**config.mk**
```make
export PLATFORM = sky130hd
export DESIGN_NAME = seq_chunk_adder
export DESIGN_NICKNAME = d
export VERILOG_FILES = /design/src/rtl/seq_chunk_adder.sv
export SDC_FILE = /design/constraint.sdc
export NUM_CORES = 1
export LEC_CHECK = 0
export BUFFER_PORTS_ARGS = -buffer_cell sky130_fd_sc_hd__buf_4
export CAP_MARGIN = 30
export CORE_UTILIZATION = 45
export CTS_BUF_LIST = sky130_fd_sc_hd__clkbuf_4
export DETAILED_ROUTE_END_ITERATION = 10
export GPL_TIMING_DRIVEN = 0
export PLACE_DENSITY_LB_ADDON = 0.2
export SETUP_SLACK_MARGIN = 0.4
export SLEW_MARGIN = 20
export SYNTH_ARGS = -nofsm -noshare
export SYNTH_HDL_FRONTEND = slang
export SYNTH_SLANG_ARGS = --single-unit
```
**constraint.sdc**
```tcl
create_clock -name clk -period 3.1 [get_ports clk]
set_input_delay 0.62 -clock clk [delete_from_list [all_inputs] [get_ports clk]]
set_output_delay 0.62 -clock clk [all_outputs]
set_load 0.005 [all_outputs]
```
**src/rtl/seq_chunk_adder.sv**
```systemverilog
// Multi-cycle adder: CHUNK bits per cycle, NCHUNK cycles from accept to out_valid; result held until out_ready.
// Optional subtract port and mode enabled by defining SEQ_ADDER_SUB_EN.
module seq_chunk_adder #(
  parameter int WIDTH = 16,
  parameter int CHUNK = 4
) (
  input  logic             clk,
  input  logic             rst,
  input  logic             in_valid,
  output logic             in_ready,
  input  logic [WIDTH-1:0] a,
  input  logic [WIDTH-1:0] b,
  input  logic             cin,
`ifdef SEQ_ADDER_SUB_EN
  input  logic             sub,
`endif
  output logic             out_valid,
  input  logic             out_ready,
  output logic [WIDTH-1:0] sum,
  output logic             cout,
  output logic             ovf
);

  localparam int NCHUNK = WIDTH / CHUNK;
  localparam int IDXW   = (NCHUNK > 1) ? $clog2(NCHUNK) : 1;
  localparam logic [IDXW-1:0] LAST = IDXW'(NCHUNK - 1);

  typedef enum logic [1:0] {IDLE, CALC, DONE} state_t;

  state_t           r_state;
  state_t           w_state_nxt;
  logic [WIDTH-1:0] r_a;
  logic [WIDTH-1:0] r_b;
  logic [WIDTH-1:0] r_acc;
  logic [WIDTH-1:0] r_sum;
  logic [IDXW-1:0]  r_idx;
  logic             r_carry;
  logic             r_a_msb;
  logic             r_b_msb;
  logic             r_cout;
  logic             r_ovf;

  logic [WIDTH-1:0] w_b_eff;
  logic             w_c0;
  logic [CHUNK:0]   w_csum;
  logic [WIDTH-1:0] w_acc_nxt;
  logic             w_accept;
  logic             w_last;

`ifdef SEQ_ADDER_SUB_EN
  assign w_b_eff = sub ? ~b : b;
  assign w_c0    = sub ? 1'b1 : cin;
`else
  assign w_b_eff = b;
  assign w_c0    = cin;
`endif

  assign w_accept = (r_state == IDLE) && in_valid;
  assign w_last   = (r_idx == LAST);

  // Operands shift right one chunk per cycle; finished chunks enter the accumulator from the top.
  assign w_csum    = {1'b0, r_a[CHUNK-1:0]} + {1'b0, r_b[CHUNK-1:0]} + {{CHUNK{1'b0}}, r_carry};
  assign w_acc_nxt = (r_acc >> CHUNK) | (WIDTH'(w_csum[CHUNK-1:0]) << (WIDTH - CHUNK));

  always_ff @(posedge clk or posedge rst) begin
    if (rst) r_state <= IDLE;
    else     r_state <= w_state_nxt;
  end

  always_comb begin
    w_state_nxt = r_state;
    unique case (r_state)
      IDLE:    if (in_valid)  w_state_nxt = CALC;
      CALC:    if (w_last)    w_state_nxt = DONE;
      DONE:    if (out_ready) w_state_nxt = IDLE;
      default: w_state_nxt = IDLE;
    endcase
  end

  always_ff @(posedge clk or posedge rst) begin
    if (rst) begin
      r_a     <= '0;
      r_b     <= '0;
      r_acc   <= '0;
      r_sum   <= '0;
      r_idx   <= '0;
      r_carry <= 1'b0;
      r_a_msb <= 1'b0;
      r_b_msb <= 1'b0;
      r_cout  <= 1'b0;
      r_ovf   <= 1'b0;
    end else if (w_accept) begin
      r_a     <= a;
      r_b     <= w_b_eff;
      r_acc   <= '0;
      r_idx   <= '0;
      r_carry <= w_c0;
      r_a_msb <= a[WIDTH-1];
      r_b_msb <= w_b_eff[WIDTH-1];
    end else if (r_state == CALC) begin
      r_a     <= r_a >> CHUNK;
      r_b     <= r_b >> CHUNK;
      r_acc   <= w_acc_nxt;
      r_idx   <= r_idx + IDXW'(1);
      r_carry <= w_csum[CHUNK];
      // Visible result only updates once the whole word is done.
      if (w_last) begin
        r_sum  <= w_acc_nxt;
        r_cout <= w_csum[CHUNK];
        r_ovf  <= (r_a_msb == r_b_msb) && (w_acc_nxt[WIDTH-1] != r_a_msb);
      end
    end
  end

  assign in_ready  = (r_state == IDLE);
  assign out_valid = (r_state == DONE);
  assign sum       = r_sum;
  assign cout      = r_cout;
  assign ovf       = r_ovf;

endmodule
```
==> results.cfg, run 1 <==
[pwr]
clockPowerShare = 0.154
p_int_mw = 2.31
irDropWorstVdd_uv = 425
p_leak_nw = 1.82
p_seq_frac = 0.420
switchingPower_mw = 1.44
powerDensity_mw_per_mm2 = 1040
p_comb_frac = 0.426
switching_share = 0.385

[global_routing]
grt_pass1_vias = 2135
grt_usage = 0.209
grt_pass1_wl_um = 10200
antenna_found_initial = 0
grt_max_degree = 59
overflow = 0

[run_status]
outcome = finished clean

[placed_design]
place_congestion = 0.769
io_buffer_count = 56
pre_cts_ws_ps = 1210
dp.cells = 412
dp_hpwl_um = 4390

[timing]
tightestPinTransition_ps = 474
slew_headroom = 0.684
finalSetupTns_ps = 0
clock_skew_ps = 16.2
finalCritPeriodShare = 0.630
period_needed_ps = 1950
worst_slack_ps = 1150
finalSetupViolations = 0
whs_ps = 97.5
drv_slew = 0
hold_violations = 0
max_freq_mhz = 512
rsz0062_at_grt = no

[critical_path]
worst-r2r-cell-count = 6
crit_path_max_fanout = 2
reg2reg_from = r_a[0]$_DFFE_PP0P_
critPathCapture = cout$_DFFE_PP0P_
reg2reg_setup_slack_ps = 1150
worst-path-stages = 6
reg2reg_to = cout$_DFFE_PP0P_
max_stage_delay_ps = 470
start_kind = register
crit_slowest_cell = fa_1
path_class = reg2reg
critPathBufInv = 0
cp_top_family = adder cells
crit_required_ps = 3390
end_kind = register
arrival_ps = 2240
path_cells = fa_1 -> fa_1 -> a21oi_1 -> nor2_1 -> nor2_1 -> o21ai_0
startpoint = r_a[0]$_DFFE_PP0P_

[clocking]
cts_inserted_buffers = 9
clkSinkCount = 69
htree_levels = 3
tritoncts = yes
cts_setup_buffers = 0
cts_hold_buf = 0
cts-root-buf = clkbuf_4
cts_max_path_buffers = 2
ctsResizeCount = 0
clkTransAtPathRegs_ps = 120
clock_latency_ps = 410

[synthesis]
synthTopCellsByArea = dfrtp_1 (59%), nand2_1 (12%), a22oi_1 (6.4%)
yosysWarnings = 0
synth_edf_count = 0
synth_nets = 321
synthArstFlopShare = 1.00
ys_seq_elements = 69
yosysTopAreaCell = dfrtp_1
synth_top_area_frac = 0.588
syn_inst = 278
syn_area_mm2 = 0.00293
ys_seq_area_frac = 0.588
synth.distinct_cells = 29
syn_area_per_cell_um2 = 10.6
synth_ff_type = dfrtp_1

[detailed_routing]
viasPerCell = 5.19
drt_wl_total_um = 6150
vias = 2223
drt_iter0_drc = 148
first_pass_iters = 5
drc = 0
drtAntennaViolNets = 0
routedWlPerCell_um = 14.4

[floorplan]
design.die.area_mm2 = 0.00685
die_h_um = 82.7
io_pins = 57
initial_core_util = 0.465
coreArea_mm2 = 0.00631
rows = 29
die_x_um = 82.7

[final_layout]
syn_to_final_growth_pct = 23.3
finalNetCount = 389
final_core_util = 0.573
antenna_cells = 0
drive_above_1_share = 0.302
fin_cells = 428
fill_cells = 591

[run]
max_cap_viol_count = 0

[hold_path]
holdCritPathClass = in2async
[how the worst min path moves through the flow]
stage | slack, ps | end | cells after the start
floorplan | 450 | r_a[10]$_DFFE_PP0P_ | 2
global placement | 460 | r_b[10]$_DFFE_PP0P_ | 2
detailed placement | 460 | r_a[4]$_DFFE_PP0P_ | 2
CTS | 90 | sum[2]$_DFFE_PP0P_ | 2
global route | 80 | sum[10]$_DFFE_PP0P_ | 2
finish | 100 | sum[2]$_DFFE_PP0P_ | 2
[synth_stat cells, drive strengths merged, types with 3 or more instances]
cell type	count
ha	4
nand3	4
dfrtp	69
nor2	4
a22oi	25
mux2	14
o21ai	26
nand2	95
inv	3
buf	15
[worst register-to-register path, cell delays in order, from the launching register on]
cell and delay, ps:
dfrtp_1 430, fa_1 470, fa_1 440, a21oi_1 170, nor2_1 50, nor2_1 180
o21ai_0 100
[logic make-up after synthesis]
kind of cell | Yosys count | synth area share
XOR/XNOR | 2 | 0.00597
AND/OR/NAND/NOR | 110 | 0.157
flip-flops | 69 | 0.588
AO/OA/AOI/OAI | 58 | 0.126
buffers and inverters | 19 | 0.0384
multiplexers | 14 | 0.0537
adder cells (fa/ha/maj) | 6 | 0.0307
[metal layers]
layer  vias to the layer above  global-route usage  wire length, µm
met5                         -                   0                0
met3                         7              0.0418              334
met2                        70               0.324             2940
met1                      1058               0.279             2800
met4                         0               0.105               72
li1                       1088                   -                -
[final cells by class]
type	count	area, µm²	share of cell area
plain buffers	16	101	0.0280
clock buffers	10	75.1	0.0207
clock inverters	6	62.6	0.0173
inverters	3	13.8	0.00380
multi-input cells	190	1090	0.303
flip-flops and latches	69	1730	0.477
well taps	77	96.3	0.0266
repair buffers	57	448	0.124
[cell usage in the layout, fill, tap and decap left out, drive strengths merged, types with 2 or more instances in the layout]
| cell | count |
|---|---|
| nor2 | 4 |
| nand3 | 4 |
| mux2 | 14 |
| a22o | 2 |
| clkinvlp | 2 |
| a21oi | 2 |
| nand2 | 95 |
| xnor2 | 2 |
| inv | 4 |
| o21ai | 26 |
| dfrtp | 69 |
| ha | 4 |
| a22oi | 25 |
| clkbuf | 11 |
| clkinv | 2 |
| buf | 72 |
| nand2b | 2 |
| fa | 2 |
[sequential cells by signal, summed over array words and instances (netlist names)]
signal and flops:
ovf 1, r_state 2, r_a 16, r_carry 1
sum 16, r_idx 2, r_a_msb 1, r_b 16
r_acc 12, cout 1, r_b_msb 1
[power groups by stage]
stage / Combinational, mW / Clock (mW) / Sequential (mW)
6_report: 1.60 / 0.577 / 1.57
3_3_place_gp: 1.57 / 0 / 1.59
2_1_floorplan: 1.09 / 0 / 1.53
4_1_cts: 1.62 / 0.594 / 1.58
5_1_grt: 1.83 / 0.634 / 1.64
3_5_place_dp: 1.61 / 0 / 1.60
[per-stage QoR]
step	total power [mW]	cell area, µm²
finish	3.75	3620
global route	4.10	3620
CTS	3.80	3620
detailed placement	3.21	3480
global placement	3.16	3450
floorplan	2.63	2930
Power figures use the tool's default switching activity.
==> inputs of run 2 (changes only) <==
--- a/config.mk
+++ b/config.mk
@@ -5,6 +5,7 @@
 export SDC_FILE = /design/constraint.sdc
 export NUM_CORES = 1
 export LEC_CHECK = 0
+export ABC_AREA = 1
 export BUFFER_PORTS_ARGS = -buffer_cell sky130_fd_sc_hd__buf_4
 export CAP_MARGIN = 30
 export CORE_UTILIZATION = 45
==> constraint.sdc (replaced) <==
create_clock -name clk -period 1.6 [get_ports clk]
set_input_delay 0.32 -clock clk [delete_from_list [all_inputs] [get_ports clk]]
set_output_delay 0.32 -clock clk [all_outputs]
set_load 0.005 [all_outputs]
==> run 2 against run 1 <==
  * The flow now finishes with violations (negative setup slack)
  * Design area up 30%
  * Count of clock-buffer cells in the layout unchanged
  * Die area up 1.4%
  * Global-route usage up 1.8 points
  * Register-to-register slack worse by 1300 ps
  * Maximum frequency up 11%
  * Combinational power rose to 4.1 times the previous value
  * First-iteration DRC count down 14%
  * Worst hold slack about the same
  * Critical path depth down 1
==> results.cfg, run 2 <==
[critical_path]
worst-r2r-cell-count = 5
path_class = reg2reg
arrival_ps = 2050
crit_path_max_fanout = 2
crit_required_ps = 1890
reg2reg_to = sum[14]$_DFFE_PP0P_
start_kind = register
end_kind = register
reg2reg_setup_slack_ps = -160
reg2reg_from = r_a[0]$_DFFE_PP0P_

[detailed_routing]
drt_wl_total_um = 7840
vias = 2568
drt_iter0_drc = 128
first_pass_iters = 4
drc = 0
viasPerCell = 5.16
drtAntennaViolNets = 0
routedWlPerCell_um = 15.7

[synthesis]
yosysTopAreaCell = dfrtp_1
syn_area_per_cell_um2 = 9.95
synth.distinct_cells = 26
synth.most_common_cell = nand2_1
ys_seq_area_frac = 0.580
synth_top_area_frac = 0.580
synthTopCellsByCount = nand2_1 (71), dfrtp_1 (69), inv_1 (49)
synth_edf_count = 0
synth_ff_type = dfrtp_1
syn_inst = 299
synth_nets = 342
synthArstFlopShare = 1.00
yosysWarnings = 0
ys_seq_elements = 69
synthTopCellsByArea = dfrtp_1 (58%), nand2_1 (9.0%), inv_1 (6.2%)
syn_area_mm2 = 0.00298

[timing]
tightestPinTransition_ps = 216
max_freq_mhz = 568
hold_violations = 0
whs_ps = 97.3
clock_skew_ps = 14.9
drv_slew = 0
rsz0062_at_grt = yes
worst_slack_ps = -161
finalSetupViolations = 8
slew_headroom = 0.856
finalCritPeriodShare = 1.10
period_needed_ps = 1760

[hold_path]
worstHoldPathCells = 2
holdCritPathClass = in2reg
hold_end = r_state[1]$_DFFE_PP0P_
hp-start = out_ready

[global_routing]
grt_pass1_wl_um = 12200
antenna_found_initial = 0
grt_usage = 0.227
grt_pass1_vias = 2524
grt_max_degree = 33
overflow = 0

[floorplan]
io_pins = 57
rows = 29
die_x_um = 83.3
die_h_um = 83.3
coreArea_mm2 = 0.00635
design.die.area_mm2 = 0.00694
initial_core_util = 0.469

[clocking]
clkSinkCount = 69
htree_levels = 3
cts-root-buf = clkbuf_4
cts_inserted_buffers = 9
clkTransAtPathRegs_ps = 120
clock_latency_ps = 410
cts_max_path_buffers = 2
tritoncts = yes

[placed_design]
place_congestion = 0.823
io_buffer_count = 56
dp.cells = 434
dp_hpwl_um = 4340

[run_status]
outcome = finished, violations left
violations = negative setup slack

[pwr]
irDropWorstVdd_uv = 1310
p_leak_nw = 2.24
powerDensity_mw_per_mm2 = 2280

[final_layout]
final_core_util = 0.740
finalNetCount = 459
final_common_cell = buf_4
fin_cells = 498
drive_above_1_share = 0.511
antenna_cells = 0
syn_to_final_growth_pct = 57.8
final_cell_mix = buf_4 (69), dfrtp_1 (68), nand2_1 (61), inv_1 (44), buf_6 (33)

[run]
max_cap_viol_count = 0
## run 2: cell types whose count changed after synthesis, sizes merged, moves of 2 or more
cell,delta
a22oi,-25
buf,-2
inv,+48
mux2,-14
nand2,-21
nand2b,-2
nand3,+6
nor2,+2
o211ai,+8
o221ai,+16
o22ai,+13
## run 2: worst max path at each step
| stage | from | to |
|---|---|---|
| floorplan | r_a[0]$_DFFE_PP0P_ | r_carry$_DFFE_PP0P_ |
| global placement | r_a[0]$_DFFE_PP0P_ | r_carry$_DFFE_PP0P_ |
| detailed placement | r_a[0]$_DFFE_PP0P_ | r_carry$_DFFE_PP0P_ |
| CTS | r_carry$_DFFE_PP0P_ | r_carry$_DFFE_PP0P_ |
| global route | r_a[0]$_DFFE_PP0P_ | sum[14]$_DFFE_PP0P_ |
| finish | r_a[0]$_DFFE_PP0P_ | sum[14]$_DFFE_PP0P_ |
## run 2: cell type report
class	instances	area (µm²)
clock inverter	6	53.8
fill	429	1650
timing repair buffer	106	1020
buffer	14	211
clock buffer	10	75.1
sequential	69	1730
inverter	51	203
tap	77	96.3
multi-input combinational	165	1310
## run 2: routing by layer
metal,global-route usage,part of all wire,vias to the layer above
li1,-,-,1226
met1,0.296,0.42,1245
met2,0.374,0.52,79
met3,0.0358,0.037,18
met4,0.103,0.022,0
met5,0,0,-
## run 2: critical path: stages, from the launching register on
cell,delay [ps]
dfrtp_1,430
fa_2,430
fa_2,370
buf_4,150
xnor2_2,160
o21ai_1,100
## run 2: report_power, final
group	leakage [nW]	switching, mW	internal [mW]
clock	0.0773	0.622	0.479
combinational	1.28	3.20	3.45
sequential	0.881	0.424	2.52
## run 2: timing repair
action / CTS / global route
pin swaps: 19 / 16
resized for setup: 122 / 29
buffers inserted: 25 / 14
hold buffers: 1 / 0
setup endpoints to repair: 87 / 88
hold endpoints to repair: 7 / 0
gates cloned: 7 / 1
## run 2: cells by family (layout without fill, tap and decap cells)
kind of cell | count (synthesis) | count (layout) | synth area share
fa+ha+maj | 6 | 6 | 0.0303
simple gates | 90 | 90 | 0.124
compound gates | 68 | 68 | 0.169
flops | 69 | 69 | 0.580
xor+xnor | 1 | 1 | 0.00294
buf+inv | 65 | 187 | 0.0942
## run 2: per-stage QoR
stage	instance area (µm²)	power, mW	TNS (ps)	setup slack [ps]
2_1_floorplan	3010	5.40	0	10.4
3_3_place_gp	3530	6.39	-207	-110
3_5_place_dp	3570	6.50	-255	-120
4_1_cts	4460	9.85	-370	-96.3
5_1_grt	4700	11.3	-1210	-244
6_report	4700	10.7	-730	-161
==> inputs of run 3 (changes only) <==
--- a/config.mk
+++ b/config.mk
@@ -5,12 +5,13 @@
 export SDC_FILE = /design/constraint.sdc
 export NUM_CORES = 1
 export LEC_CHECK = 0
-export ABC_AREA = 1
+export ABC_AREA = 0
 export BUFFER_PORTS_ARGS = -buffer_cell sky130_fd_sc_hd__buf_4
 export CAP_MARGIN = 30
-export CORE_UTILIZATION = 45
+export CORE_UTILIZATION = 51
 export CTS_BUF_LIST = sky130_fd_sc_hd__clkbuf_4
 export DETAILED_ROUTE_END_ITERATION = 10
+export GPL_ROUTABILITY_DRIVEN = 0
 export GPL_TIMING_DRIVEN = 0
 export PLACE_DENSITY_LB_ADDON = 0.2
 export SETUP_SLACK_MARGIN = 0.4
==> run 3 against run 2 <==
  * The run still ends with negative setup slack left
  * Count of clock-buffer cells in the layout shrank 1
  * Maximum frequency down 1.3%
  * Worst setup slack got worse by 24 ps
  * Sequential cell count did not move
  * Via count grew 5.4%
  * Critical path depth did not move
  * Worst hold slack got worse by 44 ps
  * Sequential power rose by 12%
  * Non-clock buffer count grew 4
  * Power is 1.8% higher
  * Final cell count is 4.6% lower
==> results.cfg, run 3 (same netlist as run 1, synthesis figures left out) <==
[run_status]
outcome = finished, violations left
violations = negative setup slack

[critical_path]
crit_path_max_fanout = 2
end_kind = register
critPathCapture = sum[14]$_DFFE_PP0P_
crit_required_ps = 1920
reg2reg_setup_slack_ps = -190
reg2reg_to = sum[14]$_DFFE_PP0P_
arrival_ps = 2110
start_kind = register
worst-r2r-cell-count = 5
path_class = reg2reg
reg2reg_from = r_carry$_DFFE_PP0P_
startpoint = r_carry$_DFFE_PP0P_

[timing]
hold_violations = 0
tightestPinTransition_ps = 377
slew_headroom = 0.748
rsz0062_at_grt = yes
drv_slew = 0
finalSetupTns_ps = -1270
clock_skew_ps = 12.2
finalSetupViolations = 9
max_freq_mhz = 560
finalCritPeriodShare = 1.12
worst_slack_ps = -185
period_needed_ps = 1790

[placed_design]
dp.cells = 408
post_dp_cell_area_mm2 = 0.00352
dp_hpwl_um = 4510
io_buffer_count = 56
pre_cts_ws_ps = -198

[clocking]
clock_latency_ps = 420
cts_max_path_buffers = 2
cts_inserted_buffers = 9
cts-root-buf = clkbuf_4
htree_levels = 3
clkSinkCount = 69
clkTransAtPathRegs_ps = 120
tritoncts = yes

[pwr]
powerDensity_mw_per_mm2 = 2290
irDropWorstVdd_uv = 1180
p_total_mw = 10.9
p_leak_nw = 2.39

[floorplan]
initial_core_util = 0.530
die_h_um = 77.9
design.die.area_mm2 = 0.00606
coreArea_mm2 = 0.00554
rows = 27
io_pins = 57
die_x_um = 77.9

[detailed_routing]
first_pass_iters = 5
routedWlPerCell_um = 19.2
viasPerCell = 5.70
drtAntennaViolNets = 0
drt_wl_total_um = 9110
drt_iter0_drc = 225
vias = 2706
drc = 0

[global_routing]
grt_use_met2 = 0.512
use_met3 = 0.0482
grtUsageMet1 = 0.355
grt_pass1_vias = 2657
grt_max_degree = 31
antenna_found_initial = 0
grt_pass1_wl_um = 13200
busiest_layer = met2
grt_usage = 0.297
overflow = 0

[final_layout]
syn_to_final_growth_pct = 62.2
fin_area_mm2 = 0.00476
antenna_cells = 0
finalNetCount = 441
drive_above_1_share = 0.586
fin_cells = 475
final_common_cell = dfrtp_1
final_cell_mix = dfrtp_1 (68), buf_4 (66), nand2_1 (52), buf_6 (43), nand2_2 (34)

[hold_path]
holdCritPathClass = in2reg

[run]
max_cap_viol_count = 0
-- run 3: worst min-delay path by stage --
stage / to / cells past startpoint / slack, ps / from
2_1_floorplan: r_state[1]$_DFFE_PP0P_ / 1 / 420 / out_ready
3_3_place_gp: r_a[6]$_DFFE_PP0P_ / 2 / 460 / r_a[6]$_DFFE_PP0P_
3_5_place_dp: cout$_DFFE_PP0P_ / 2 / 330 / rst
4_1_cts: r_state[1]$_DFFE_PP0P_ / 2 / 50 / out_ready
5_1_grt: r_state[1]$_DFFE_PP0P_ / 2 / 40 / out_ready
6_report: r_state[1]$_DFFE_PP0P_ / 2 / 50 / out_ready
-- run 3: per-layer routing --
metal | share of wire | wire length [µm]
met1 | 0.39 | 3560
met2 | 0.54 | 4880
met3 | 0.043 | 396
met4 | 0.030 | 274
met5 | 0 | 0
-- run 3: critical path: stages, from the launching register on --
cell     delay (ps)
dfrtp_1         460
fa_2            440
fa_2            360
buf_4           160
xnor2_4         180
o21ai_1          80
-- run 3: what timing repair did --
| item | CTS | global route |
|---|---|---|
| endpoints found under the hold margin | 13 | 0 |
| setup endpoints to repair | 88 | 89 |
| pin swaps | 32 | 25 |
| gates cloned | 9 | 0 |
| resized for setup | 154 | 38 |
| buffers inserted | 22 | 19 |
| hold buffers | 1 | 0 |
-- run 3: metrics by stage --
stage	util	hold WS (ps)
2_1_floorplan	-	424
3_3_place_gp	0.628	463
3_5_place_dp	0.635	329
4_1_cts	0.806	49.8
5_1_grt	0.859	36.0
6_report	0.859	53.8
-- run 3: final cells by class --
| class | instances | area, µm² |
|---|---|---|
| flip-flops and latches | 69 | 1730 |
| multi-input cells | 191 | 1470 |
| repair buffers | 108 | 1060 |
| fillers | 262 | 782 |
| plain buffers | 16 | 205 |
| clock inverters | 7 | 114 |
| well taps | 72 | 90.1 |
| clock buffers | 9 | 67.6 |
| inverters | 3 | 15.0 |
-- run 3: where the power goes --
group | internal [mW] | leakage, nW | switching (mW)
combinational | 3.37 | 1.42 | 2.78
clock | 0.782 | 0.0896 | 0.669
sequential | 2.54 | 0.878 | 0.744
total | 6.69 | 2.39 | 4.19
